## src/rtl/pc_sequencer.sv

```systemverilog
// Program-counter sequencer: stall, jump, call/return through a circular
// return-address stack, with sticky RAS overflow/underflow flags.
module pc_sequencer #(
  parameter int ADDR_W    = 10,
  parameter int STEP      = 1,
  parameter int RESET_VEC = 0,
  parameter int RAS_DEPTH = 4
) (
  input  logic                           clk,
  input  logic                           Reset_n,
  input  logic                           Stall,
  input  logic                           Jump,
  input  logic                           Call,
  input  logic                           Ret,
  input  logic [ADDR_W-1:0]              JumpTo,
  output logic [ADDR_W-1:0]              Address,
  output logic [ADDR_W-1:0]              Previous,
  output logic [$clog2(RAS_DEPTH):0]     Ras_Count,
  output logic                           Ras_Overflow,
  output logic                           Ras_Underflow
);

  localparam int IDX_W = $clog2(RAS_DEPTH);
  localparam int CNT_W = IDX_W + 1;
  localparam logic [ADDR_W-1:0] STEP_V  = ADDR_W'(STEP);
  localparam logic [ADDR_W-1:0] RESET_V = ADDR_W'(RESET_VEC);
  localparam logic [CNT_W-1:0]  FULL_V  = CNT_W'(RAS_DEPTH);

  logic [ADDR_W-1:0] addr_r;
  logic [ADDR_W-1:0] prev_r;
  logic [ADDR_W-1:0] ras_r [RAS_DEPTH];
  logic [IDX_W-1:0]  sp_r;
  logic [CNT_W-1:0]  count_r;
  logic              ovf_r;
  logic              unf_r;

  logic [ADDR_W-1:0] seq_s;
  logic [ADDR_W-1:0] next_addr_s;
  logic [ADDR_W-1:0] next_prev_s;
  logic [IDX_W-1:0]  top_idx_s;
  logic              push_s;
  logic              pop_s;
  logic              full_s;
  logic              set_unf_s;

  // Next-action selection: Call > Jump > Ret > Stall > increment.
  always_comb begin
    seq_s       = addr_r + STEP_V;
    top_idx_s   = sp_r - IDX_W'(1);
    full_s      = (count_r == FULL_V);
    next_addr_s = addr_r;
    next_prev_s = prev_r;
    push_s      = 1'b0;
    pop_s       = 1'b0;
    set_unf_s   = 1'b0;
    if (Call) begin
      push_s      = 1'b1;
      next_addr_s = JumpTo;
      next_prev_s = addr_r;
    end else if (Jump) begin
      next_addr_s = JumpTo;
      next_prev_s = addr_r;
    end else if (Ret) begin
      next_prev_s = addr_r;
      if (count_r != {CNT_W{1'b0}}) begin
        pop_s       = 1'b1;
        next_addr_s = ras_r[top_idx_s];
      end else begin
        set_unf_s   = 1'b1;
        next_addr_s = seq_s;
      end
    end else if (Stall) begin
      next_addr_s = addr_r;
      next_prev_s = prev_r;
    end else begin
      next_addr_s = seq_s;
      next_prev_s = addr_r;
    end
  end

  // State update; a push onto a full stack lands on the oldest slot.
  always_ff @(posedge clk or negedge Reset_n) begin
    if (!Reset_n) begin
      addr_r  <= RESET_V;
      prev_r  <= RESET_V;
      sp_r    <= {IDX_W{1'b0}};
      count_r <= {CNT_W{1'b0}};
      ovf_r   <= 1'b0;
      unf_r   <= 1'b0;
      for (int i = 0; i < RAS_DEPTH; i++) begin
        ras_r[i] <= {ADDR_W{1'b0}};
      end
    end else begin
      addr_r <= next_addr_s;
      prev_r <= next_prev_s;
      unf_r  <= unf_r | set_unf_s;
      if (push_s) begin
        ras_r[sp_r] <= seq_s;
        sp_r        <= sp_r + IDX_W'(1);
        if (full_s) begin
          ovf_r <= 1'b1;
        end else begin
          count_r <= count_r + CNT_W'(1);
        end
      end else if (pop_s) begin
        sp_r    <= top_idx_s;
        count_r <= count_r - CNT_W'(1);
      end else begin
        sp_r    <= sp_r;
        count_r <= count_r;
      end
    end
  end

  assign Address       = addr_r;
  assign Previous      = prev_r;
  assign Ras_Count     = count_r;
  assign Ras_Overflow  = ovf_r;
  assign Ras_Underflow = unf_r;

endmodule

```

## config.mk

```make
export PLATFORM = sky130hd
export DESIGN_NAME = pc_sequencer
export DESIGN_NICKNAME = d
export VERILOG_FILES = /design/src/rtl/pc_sequencer.sv
export SDC_FILE = /design/constraint.sdc
export NUM_CORES = 1
export LEC_CHECK = 0
export CORE_MARGIN = 4
export CORE_UTILIZATION = 45
export DETAILED_ROUTE_END_ITERATION = 8
export GPL_TIMING_DRIVEN = 1
export PLACE_DENSITY = 0.7
export SLEW_MARGIN = 20
export SYNTH_ARGS = -nofsm -noshare
export SYNTH_HDL_FRONTEND = slang
export SYNTH_SLANG_ARGS = --single-unit
```

## constraint.sdc

```tcl
create_clock -name clk -period 4.15 [get_ports clk]
set_input_delay 1.0375 -clock clk [delete_from_list [all_inputs] [get_ports clk]]
set_output_delay 1.0375 -clock clk [all_outputs]
set_load 0.02 [all_outputs]
```

Yosys cells after proc, flatten, opt, wreduce, memory -nomap -nowiden

Cells that the tools add are included.

Add/sub/neg operators: 5
Multipliers: 0
Div/mod/pow operators: 0
Order comparisons: 3
Equal/unequal tests: 3
Shift operators: 0
Muxes and demuxes: 29
Bitwise operators: 3
Reduce and logical (&&, ||, !) cells: 5

Operators with widths:

| operator                | count |
|---|---|
| $mux W10                | 12 |
| $bwmux W40              | 1 |
| $bmux W10 S2            | 1 |
| $demux W10 S2           | 1 |
| $add A10 B1 Y10 const B | 1 |
| $mux W1                 | 9 |
| $mux W3                 | 3 |
| $ge A3 B3 Y1 const B    | 2 |
| $not A2 Y3              | 2 |
| $mux W2                 | 2 |
| $ne A4 B1 Y1 const B    | 1 |
| $reduce_and A2 Y1       | 2 |
| $add A3 B1 Y3 const B   | 1 |
| $eq A3 B3 Y1 const B    | 1 |
| $lt A3 B1 Y1 const B    | 1 |
| $reduce_bool A3 Y1      | 1 |
| $sub A3 B1 Y3 const B   | 1 |
| $add A2 B1 Y2 const B   | 1 |
| $ne A2 B2 Y1 const B    | 1 |
| $reduce_bool A2 Y1      | 1 |
| $sub A2 B1 Y2 const B   | 1 |
| $logic_and A1 B1 Y1     | 1 |
| $or A1 B1 Y1            | 1 |

Register bits: 67
Bits in latches: 0
Bits in writable memories: 0
Bits in read-only memories: 0
Bits of input ports: 16
Output and inout port bits: 25
Word-level logic and storage cells: 58
Memories: 0

Longest topological paths before layout

Depth in word-level cells: 9
Mapped depth: 8
Gate-level depth less buffers: 6

Least setup slack after synthesis

OpenSTA, ideal clock, no wires.

Path type: in2reg
Start: input port Call
End: register count_r[2] (netlist: Ras_Count[2])
Setup time: 0.135 ns
Data arrival time: 2.083 ns
Required time: 4.015 ns
Slack: 1.932 ns
Stages: 6
Buffers on the path: 1
Path through: buf_2 -> inv_1 -> fa_1 -> xnor2_1 -> nand3_1 -> xnor2_1

Word-level cells in the longest chain between the ends: 3
Elaborated cells on any way between the ends: 6
Those cells by class: eq/ne (1); mux (3); reduce/logical (2)

Ends and longest elaborated chain:

| element                                                      | RTL line | source |
|---|---|---|
| start, declared                                              | 13       | `input logic Call,` |
| $mux W1                                                      | 56       | `if (Call) begin` |
| $ne A2 B2 Y1 (no line) or $reduce_bool A2 Y1 (tied branches) | n/a      |  |
| $reduce_and A2 Y1 (no line)                                  | n/a      |  |
| end signal, assigned                                         | 87       | `count_r <= {CNT_W{1'b0}};` |
| end signal, assigned                                         | 103      | `count_r <= count_r + CNT_W'(1);` |
| end signal, assigned                                         | 107      | `count_r <= count_r - CNT_W'(1);` |
| end, declared                                                | 33       | `logic [CNT_W-1:0] count_r;` |

Several ways; a longest one is shown, not always the timed one.
A chain may end at the register's enable or synchronous reset.

Final worst setup path

Start: input port Call
End: register addr_r[9] (netlist: Address[9])

Word-level cells in the longest chain between the ends: 1
Elaborated cells on any way between the ends: 2
Those cells by class: eq/ne (1); mux (1)

Ends and longest elaborated chain:

| element                                            | RTL line | source |
|---|---|---|
| $ne A4 B1 Y1 (no line) or $mux W10 (tied branches) | n/a      |  |
| end signal, assigned                               | 94       | `addr_r <= next_addr_s;` |
| end, declared                                      | 29       | `logic [ADDR_W-1:0] addr_r;` |

Several ways; a longest one is shown, not always the timed one.

==> impl_metrics.json <==
{
  "ant_nets": 0,
  "cts_resized": 0,
  "pwr-share-seq_pct": 39.9,
  "ios": 41,
  "clock-skew-final_ps": 8.462,
  "cts_max_path_buffers": 2,
  "drive_gt1_share_pct": 8.333,
  "switchingPower_uw": 912.1,
  "clock_latency_ps": 340,
  "ys_types": 40,
  "endpoint_kind": "register",
  "fp.coreArea_um2": 6832,
  "crit_slowest_cell": "clkdlybuf4s50_1",
  "yosysSeqAreaShare_pct": 52.74,
  "synthArstFlopShare_pct": 100.0,
  "route.detailed.drc": 0,
  "grt_use_total_pct": 17.46,
  "yosysWarningCount": 0,
  "maxCapViolCount": 0,
  "power_mw": 2.651,
  "die-area_um2": 8474,
  "holdWs_ps": 468.5,
  "antenna_found_initial": 0,
  "synth_top_cell_by_area": "dfrtp_1",
  "worst_slew_pin_slew_ps": 721.1,
  "cts_sinks": 67,
  "rr_startpoint": "sp_r[0]$_DFFE_PN0P_",
  "post_dp_cell_area_um2": 3646,
  "fmax_mhz": 353.5,
  "fin_tns_setup_ps": 0,
  "fin_area_um2": 3886,
  "power_frac_comb_pct": 35.7,
  "seq_area_um2": 1677,
  "fp.dieH_um": 92.06,
  "crit_type": "in2reg",
  "final-max-slew-violation-count": 0,
  "hold_depth": 2,
  "vdd_ir_drop_max_mv": 0.2207,
  "synthCells": 315,
  "overflow": 0,
  "hold_buffers": 0,
  "gp_congestion": 0.8024,
  "hold_path.class": "reg2reg",
  "num_antenna_cells": 0,
  "reg2reg_depth": 7,
  "status": "finished clean",
  "avgSynthCellArea_um2": 10.09,
  "min-delay-start": "Previous[9]$_DFFE_PN0P_",
  "cts_root_buf": "clkbuf_8",
  "firstDrtPassIters": 4,
  "setup_slack_ps": 1321,
  "min_period_ps": 2829,
  "p_int_mw": 1.739,
  "vias": 2380,
  "cp-start-kind": "input pin",
  "p_leak_nw": 1.719,
  "regToRegEndpoint": "Address[3]$_DFFE_PN0P_",
  "arrival_ps": 3090,
  "grt_max_degree": 43,
  "power.density_nw_per_um2": 682.1,
  "critPathMaxStageDelay_ps": 640,
  "initial_core_util_pct": 46.54,
  "fillers": 617,
  "grt_pass1_wl_um": 11660,
  "reg2reg_slack_ps": 1880,
  "rsz0062_at_grt": "false",
  "synth_edf_count": 0,
  "cts_tree": "done",
  "whs_endpoint": "Previous[9]$_DFFE_PN0P_",
  "syn_nets": 337,
  "cp_cell_sequence": "clkdlybuf4s50_1 > or2_2 > nor2_2 > a211oi_1 > o22ai_1",
  "final_nets": 377,
  "syn_area_um2": 3179,
  "io_buffers": 40,
  "syn2layout_area_growth_pct": 22.24,
  "max_slew_margin_pct": 51.88,
  "finalWirelength_um": 6950,
  "layout.cells.non_filler": 456,
  "clk_transition_reported_paths_ps": 80,
  "post-dp-hpwl_um": 4917,
  "multiInputGateArea_um2": 1424,
  "yosysTopAreaCellShare_pct": 52.74,
  "cts_buffers": 9,
  "met1Wirelength_um": 3379,
  "grt_pass1_vias": 2304,
  "rows": 30,
  "drt_iter0_drc": 108,
  "wl_met3_um": 279,
  "required_ps": 4410,
  "ys_ff_latch": 67,
  "p_sw_share_pct": 34.41,
  "finalHoldViolCount": 0,
  "finish.utilization_pct": 56.89,
  "critPathTopFamily": "simple AND/OR/NAND/NOR gates",
  "dr_wl_met2_um": 3216,
  "post-route-period-util_pct": 68.16,
  "dp_slack_ps": 995.3,
  "synthFlopType": "dfrtp_1",
  "synth_area_leaders": "dfrtp_1, nand2_1, o21ai_0",
  "yosysMostFrequentCell": "nand2_1",
  "top_layer": "met4",
  "clock_power_share_pct": 24.4,
  "setup_viol": 0,
  "routedWlPerCell_um": 15.24,
  "critPathBufInv": 1,
  "place_inst": 440,
  "cts_htree_levels": 3,
  "ys_top_cells_by_count": "nand2_1, dfrtp_1, o21ai_0",
  "cts_setup_buffers": 0,
  "vias_per_cell": 5.219,
  "dieWidth_um": 92.06,
  "worstPathMaxFanout": 18
}
-- layout make-up --
cell class | instances | area share, %
Clock buffer | 9 | 3.187
Clock inverter | 7 | 2.994
Inverter | 4 | 0.3863
Multi-Input combinational cell | 231 | 36.64
Sequential cell | 67 | 43.14
Tap cell | 96 | 3.091
Timing Repair Buffer | 42 | 10.56
-- cell usage in the layout (no fill, tap or decap), types with 2 or more instances in the layout --
cell type	n
bufinv_16	3
o21ai_1	2
a21oi_1	5
inv_1	4
ha_1	5
mux4_2	3
nand3_1	9
o21a_1	4
o21ai_0	42
xor2_1	2
nor2_1	14
clkinv_2	2
dfrtp_1	67
a211oi_1	4
a22oi_1	2
a221o_1	3
nor2_2	2
clkdlybuf4s50_1	39
nand2b_1	2
a31o_2	2
and2_1	5
a31oi_1	3
xnor2_1	5
nand2_1	89
nor3_1	7
mux4_1	7
buf_4	2
clkbuf_8	9
-- per-layer routing --
metal | vias up | track usage [%]
met3 | 5 | 3.199
met5 | - | 0
met4 | 0 | 5.941
met2 | 59 | 27.49
li1 | 1179 | -
met1 | 1137 | 24.33
-- worst reg2reg max path, cell delays in order (launching register included) --
cell      delay, ps
dfrtp_1         330
buf_4           240
inv_1           120
ha_1            610
mux4_2          400
nor2_1          100
a211oi_1         60
a221o_1         280
-- sequential cells by signal (all words and copies together) (netlist names) --
register	cells
ras_r	40
Address	10
Previous	10
Ras_Count	3
sp_r	2
Ras_Overflow	1
Ras_Underflow	1
-- cell families after synthesis --
logic type / synth area share, %
AOI/OAI and AO/OA: 14.05
adders and majority gates: 2.597
DFF: 52.74
and+or+nand+nor: 17.63
xor gates and xnor gates: 1.928
buffers and inverters: 2.479
muxes: 8.579
-- power by group through the flow --
stage,Combinational (mW),Sequential (mW),Clock (mW)
2_1_floorplan,0.611,1.09,0
3_3_place_gp,0.929,1.06,0
3_5_place_dp,0.951,1.07,0
4_1_cts,0.954,1.06,0.658
5_1_grt,1.05,1.09,0.693
6_report,0.946,1.06,0.647
-- worst max path at each step --
stage / start / end / slack, ps / depth (start not counted)
finish: Call / Address[9]$_DFFE_PN0P_ / 1320 / 5
global route: Call / Address[8]$_DFFE_PN0P_ / 1200 / 5
CTS: Call / Address[5]$_DFFE_PN0P_ / 1340 / 5
detailed placement: Call / Address[9]$_DFFE_PN0P_ / 1000 / 5
global placement: Call / Address[9]$_DFFE_PN0P_ / 1060 / 5
floorplan: Call / Ras_Count[2]$_DFFE_PN0P_ / 1930 / 6
Note: power is estimated with default switching activity, not from simulation.
